==> src/rtl/wb_mbox_pkg.sv <==
// Shared constants and helpers for the Wishbone mailbox FIFO block.
package wb_mbox_pkg;

  localparam int WB_DW = 32;
  localparam int WB_SW = 4;

  // Occupancy needs one bit beyond the pointer so that "full" (== depth) is representable.
  function automatic int lvl_w(input int depth);
    return $clog2(depth) + 1;
  endfunction

endpackage

==> src/rtl/wb_mbox_sync_fifo.sv <==
// Single-clock FIFO with registered occupancy; full/empty decode from the level register.
module wb_mbox_sync_fifo
  import wb_mbox_pkg::*;
#(
  parameter int DEPTH = 8,
  parameter int DATA_W = 32,
  localparam int LVL_W = lvl_w(DEPTH),
  localparam int PTR_W = $clog2(DEPTH)
) (
  input  logic              clk_i,
  input  logic              rst_n_i,
  input  logic              push,
  input  logic              pop,
  input  logic [DATA_W-1:0] wr_data,
  output logic [DATA_W-1:0] rd_data,
  output logic              full,
  output logic              empty,
  output logic [LVL_W-1:0]  level
);

  logic [DATA_W-1:0] mem [DEPTH];
  logic [PTR_W-1:0]  wr_ptr;
  logic [PTR_W-1:0]  rd_ptr;
  logic              do_push;
  logic              do_pop;

  assign full    = (level == LVL_W'(DEPTH));
  assign empty   = (level == '0);
  assign do_push = push & ~full;
  assign do_pop  = pop & ~empty;
  assign rd_data = mem[rd_ptr];

  always_ff @(posedge clk_i or negedge rst_n_i) begin
    if (!rst_n_i) begin
      wr_ptr <= '0;
      rd_ptr <= '0;
      level  <= '0;
    end else begin
      if (do_push) wr_ptr <= wr_ptr + PTR_W'(1);
      if (do_pop)  rd_ptr <= rd_ptr + PTR_W'(1);
      case ({do_push, do_pop})
        2'b10:   level <= level + LVL_W'(1);
        2'b01:   level <= level - LVL_W'(1);
        default: level <= level;
      endcase
    end
  end

  // Storage is not reset; contents are only observable through a valid level.
  always_ff @(posedge clk_i) begin
    if (do_push) mem[wr_ptr] <= wr_data;
  end

endmodule

==> src/rtl/wb_mbox_fifo.sv <==
// Wishbone classic slave exposing a one-word mailbox: writes feed TX FIFO, reads drain RX FIFO.
// Optional WB_MBOX_ERR_EN: overflow/underflow accesses terminate with err instead of ack.
module wb_mbox_fifo
  import wb_mbox_pkg::*;
#(
  parameter int DEPTH = 8,
  parameter int AW = 32,
  localparam int LVL_W = lvl_w(DEPTH)
) (
  input  logic             clk_i,
  input  logic             rst_n_i,
  input  logic             wb_cyc_i,
  input  logic             wb_stb_i,
  input  logic             wb_we_i,
  input  logic [AW-1:0]    wb_adr_i,
  input  logic [WB_SW-1:0] wb_sel_i,
  input  logic [WB_DW-1:0] wb_dat_i,
  output logic             wb_ack_o,
  output logic             wb_err_o,
  output logic             wb_rty_o,
  output logic             wb_stall_o,
  output logic [WB_DW-1:0] wb_dat_o,
  output logic             tx_valid_o,
  input  logic             tx_ready_i,
  output logic [WB_DW-1:0] tx_data_o,
  input  logic             rx_valid_i,
  output logic             rx_ready_o,
  input  logic [WB_DW-1:0] rx_data_i,
  output logic [LVL_W-1:0] tx_level_o,
  output logic [LVL_W-1:0] rx_level_o,
  output logic             ovf_o,
  output logic             unf_o,
  input  logic             flag_clr_i
);

  function automatic logic [WB_DW-1:0] sel_mask(input logic [WB_DW-1:0] d,
                                                input logic [WB_SW-1:0] sel);
    logic [WB_DW-1:0] r;
    for (int i = 0; i < WB_SW; i++) r[i*8 +: 8] = sel[i] ? d[i*8 +: 8] : 8'h00;
    return r;
  endfunction

  logic             accept, tx_push, rx_pop, ovf_set, unf_set;
  logic             tx_full, tx_empty, rx_full, rx_empty;
  logic [WB_DW-1:0] tx_head, rx_head;
  logic             busy, term_p1, fault_p1;
  logic [WB_DW-1:0] dat_p1;
  logic             unused_adr;

  assign unused_adr = ^wb_adr_i;

  assign accept  = wb_cyc_i & wb_stb_i & ~busy;
  assign tx_push = accept & wb_we_i & ~tx_full;
  assign ovf_set = accept & wb_we_i & tx_full;
  assign rx_pop  = accept & ~wb_we_i & ~rx_empty;
  assign unf_set = accept & ~wb_we_i & rx_empty;

  wb_mbox_sync_fifo #(.DEPTH(DEPTH), .DATA_W(WB_DW)) u_tx (
    .clk_i   (clk_i),
    .rst_n_i (rst_n_i),
    .push    (tx_push),
    .pop     (tx_ready_i),
    .wr_data (sel_mask(wb_dat_i, wb_sel_i)),
    .rd_data (tx_head),
    .full    (tx_full),
    .empty   (tx_empty),
    .level   (tx_level_o)
  );

  wb_mbox_sync_fifo #(.DEPTH(DEPTH), .DATA_W(WB_DW)) u_rx (
    .clk_i   (clk_i),
    .rst_n_i (rst_n_i),
    .push    (rx_valid_i),
    .pop     (rx_pop),
    .wr_data (rx_data_i),
    .rd_data (rx_head),
    .full    (rx_full),
    .empty   (rx_empty),
    .level   (rx_level_o)
  );

  // ---- stage p1: termination, read data and sticky flags ----
  // busy persists while the master keeps stb up after termination, so a held
  // strobe is one transfer; it drops once stb is seen low.
  always_ff @(posedge clk_i or negedge rst_n_i) begin
    if (!rst_n_i) begin
      busy     <= 1'b0;
      term_p1  <= 1'b0;
      fault_p1 <= 1'b0;
      dat_p1   <= '0;
      ovf_o    <= 1'b0;
      unf_o    <= 1'b0;
    end else begin
      busy     <= accept | (busy & wb_cyc_i & wb_stb_i);
      term_p1  <= accept;
      fault_p1 <= ovf_set | unf_set;
      if (accept & ~wb_we_i) dat_p1 <= rx_empty ? '0 : rx_head;
      ovf_o    <= ovf_set | (ovf_o & ~flag_clr_i);
      unf_o    <= unf_set | (unf_o & ~flag_clr_i);
    end
  end

`ifdef WB_MBOX_ERR_EN
  assign wb_ack_o = term_p1 & ~fault_p1;
  assign wb_err_o = term_p1 & fault_p1;
`else
  logic unused_fault;
  assign unused_fault = fault_p1;
  assign wb_ack_o     = term_p1;
  assign wb_err_o     = 1'b0;
`endif

  assign wb_rty_o   = 1'b0;
  assign wb_stall_o = wb_cyc_i & wb_stb_i & ~wb_ack_o & ~wb_err_o;
  assign wb_dat_o   = dat_p1;
  assign tx_valid_o = ~tx_empty;
  assign tx_data_o  = tx_empty ? '0 : tx_head;
  assign rx_ready_o = ~rx_full;

endmodule
==> config.mk <==
export PLATFORM = sky130hd
export DESIGN_NAME = wb_mbox_fifo
export DESIGN_NICKNAME = d
export VERILOG_FILES = /design/src/rtl/wb_mbox_pkg.sv /design/src/rtl/wb_mbox_sync_fifo.sv /design/src/rtl/wb_mbox_fifo.sv
export SDC_FILE = /design/constraint.sdc
export NUM_CORES = 1
export LEC_CHECK = 0
export BUFFER_PORTS_ARGS = -buffer_cell sky130_fd_sc_hd__buf_2
export CORE_AREA = 4 4 237 239
export DETAILED_ROUTE_END_ITERATION = 10
export DIE_AREA = 0 0 241 243
export GPL_ROUTABILITY_DRIVEN = 1
export GPL_TIMING_DRIVEN = 0
export SYNTH_ARGS = -nofsm -noshare
export SYNTH_HDL_FRONTEND = slang
export SYNTH_SLANG_ARGS = --single-unit
==> constraint.sdc <==
create_clock -name clk_i -period 11.2 [get_ports clk_i]
set_input_delay 0.56 -clock clk_i [delete_from_list [all_inputs] [get_ports clk_i]]
set_output_delay 0.56 -clock clk_i [all_outputs]
set_load 0.1 [all_outputs]
==> results.cfg <==
[finish]
nNetsFinal = 1412
final-seq-area_mm2 = 0.0168
stdcell_count = 2038
multi_input_area_mm2 = 0.00495
nFillCells = 4421
area_growth_pct = 18.6
layout-drive-gt1-share = 0.339

[floorplanning]
rows = 85
chipWidth_um = 241
io_pins = 188
die_y_um = 243
dieArea_mm2 = 0.0586
initial_utilization = 0.407
core-area_mm2 = 0.0538

[global_routing]
gr-total-overflow = 0
grt_pass1_vias = 11300
grt_max_degree = 57
grtUsageTotal = 0.159
grt_pass1_wl_um = 70000
antenna_found_initial = 6

[clock_network]
cts_setup_buffers = 0
htree_levels = 2
path_clk_slew_ns = 0.06
clk_latency_ns = 0.60
cts_tree = done
clkSinkCount = 568
cts_buffers = 57
cts_resized = 0
holdBufCountCts = 0
clock_path_buffers = 3
cts_root_buf = clkbuf_16

[sta]
fmax_mhz = 276
worstMarginPinSlew_ns = 0.993
min_period_ns = 3.63
finalClockSkew_ns = 0.0155
fin_crit_sh = 0.324
maxSlewHeadroom = 0.338
finalHoldViolCount = 0
setup_viol = 0
rsz0062_at_grt = no
slew_viol_final = 0
fin_setup_tns_ns = 0
fin_hold_ws_ns = 0.0520

[yosys]
seq_area_frac_synth = 0.765
synth_top_area_cell = edfxtp_1
synth_seq_cells = 568
synth_warnings = 0
synthXorXnorAreaFrac = 0.00679
synth_top_area_frac = 0.701
synth_simple_gate_area_frac = 0.0349
synth_compound_area_frac = 0.00982
synth-adder-area-share = 0.00571
ys.flop_type = edfxtp_1
muxShareOfSynthArea = 0.163
synth_top_family_by_area = multiplexers
synth-edff-count = 512
syn_area_mm2 = 0.0219
synth_cell_types = 42
async_flop_share = 0.0986
synthesis.instances = 1045
syn_avg_cell_area_um2 = 21.0
synth_area_leaders = edfxtp_1 70%, mux4_2 13%, dfrtp_1 6.4%

[critical_path]
critPathLaunchType = flop
end_kind = output pin
r2r_slack_ns = 8.37
worstReg2RegStart = u_rx.level[1]
worst_ep_arrival_time_ns = 3.07
reg2reg_depth = 6
worstPathRequired_ns = 10.64
critPathMaxFanout = 10
cp-startpoint = u_tx.rd_ptr[1]
worstReg2RegEnd = u_rx.mem[0][13]
critPathKind = flop to output pin

[hold_path]
hold_path.class = input pin to async pin

[drt]
drt_iter0_drc = 700
remaining_drc_errors = 0
routed_wl_um = 46100
viasPerCell = 5.19
ant_nets = 0
vias = 10600
wl_per_cell_um = 22.6
dr.pass1.iters = 5

[place]
dp_hpwl_um = 29600
io_buffer_count = 153
routabilityCongestion = 0.694
place_inst = 1931

[pwr]
p_per_area_mw_per_mm2 = 293
p_leak_nw = 9.02
ir_worst_vdd_mv = 0.247
p_total_mw = 7.61

[job]
maxCapViolCount = 0

[outcome]
status = complete, no violations
==> how the worst max path moves through the flow <==
stage	endpoint	slack (ns)
6_report	tx_data_o[0]	7.57
5_1_grt	tx_data_o[0]	7.40
4_1_cts	tx_data_o[0]	7.51
3_5_place_dp	u_rx.level[2]	8.05
3_3_place_gp	u_tx.mem[0][10]	3.12
2_1_floorplan	u_tx.mem[0][0]	5.99
==> Yosys cell counts (all sizes together) (2+ instances only) <==
cell type  number
edfxtp        512
mux4          128
mux2i          64
dfrtp          56
nand2          46
nor2           45
buf            35
o21ai          34
and2           33
clkbuf         15
ha             10
xor2            9
nor3            8
xnor2           8
inv             6
nand2b          6
mux2            5
a21oi           4
nand3           3
nor4            3
nand3b          2
o22ai           2
==> cells in the final DEF (no fill, tap or decap), types with 6 or more instances in the layout <==
cell / count
nor2_4: 9
buf_2: 168
nand2_1: 46
mux4_2: 128
clkbuf_1: 33
xnor2_1: 8
nor2_1: 36
and2_1: 33
o21ai_1: 33
buf_4: 16
buf_12: 8
buf_6: 24
xor2_1: 9
nand2b_1: 6
mux2i_1: 64
dfrtp_1: 56
clkinv_2: 9
ha_1: 10
edfxtp_1: 512
nor3_2: 6
clkbuf_16: 57
==> sequential cells by signal, indices dropped and copies added (netlist names) <==
name / flops
u_rx.mem: 256
u_tx.mem: 256
u_rx.rd_ptr: 3
unf_o: 1
u_tx.rd_ptr: 3
u_tx.level: 4
wb_ack_o: 1
u_rx.level: 4
u_tx.wr_ptr: 3
u_rx.wr_ptr: 3
wb_dat_o: 32
ovf_o: 1
busy: 1
==> cell type report <==
type / instances / share of cell area
timing repair buffer: 189 / 0.0480
clock inverter: 25 / 0.0111
sequential: 568 / 0.645
clock buffer: 80 / 0.0601
buffer: 50 / 0.0110
multi-input combinational: 422 / 0.190
inverter: 6 / 0.000866
tap: 696 / 0.0335
antenna: 2 / 0.000192
==> per-stage QoR <==
step | utilization | setup WS, ns | instance area [µm²]
after floorplan | - | 5.99 | 21900
after global placement | 0.438 | 3.12 | 23600
after detailed placement | 0.449 | 8.05 | 24200
after CTS | 0.483 | 7.51 | 26000
after global routing | 0.483 | 7.40 | 26000
final | 0.483 | 7.57 | 26000
==> worst max-delay path, stage by stage (launching register included) <==
cell	delay, ns
dfrtp_1	0.37
buf_2	0.28
buf_1	0.65
mux4_2	0.34
mux2i_1	0.07
nor2_1	0.27
buf_2	0.50
==> report_power, final <==
group	total, mW	internal (mW)	switching, mW	leakage [nW]
sequential	2.69	2.57	0.120	5.36
clock	1.88	1.09	0.786	0.904
combinational	3.04	0.850	2.19	2.76
==> logic make-up (layout without fill, tap and decap cells) <==
group	Yosys count	after routing
AOI/OAI and AO/OA	41	41
xor gates and xnor gates	17	17
muxes	197	197
buffers and inverters	56	350
DFF	568	568
adders and majority gates	10	10
and+or+nand+nor	155	155
other	1	4
==> metal layers <==
metal | global-route usage | routed length, µm | share of wire
met1 | 0.211 | 19300 | 0.42
met3 | 0.0384 | 2770 | 0.060
met5 | 0 | 39 | 0.00085
met4 | 0.0334 | 716 | 0.016
met2 | 0.268 | 23300 | 0.51
No activity file was read; power rests on OpenSTA's default activity.
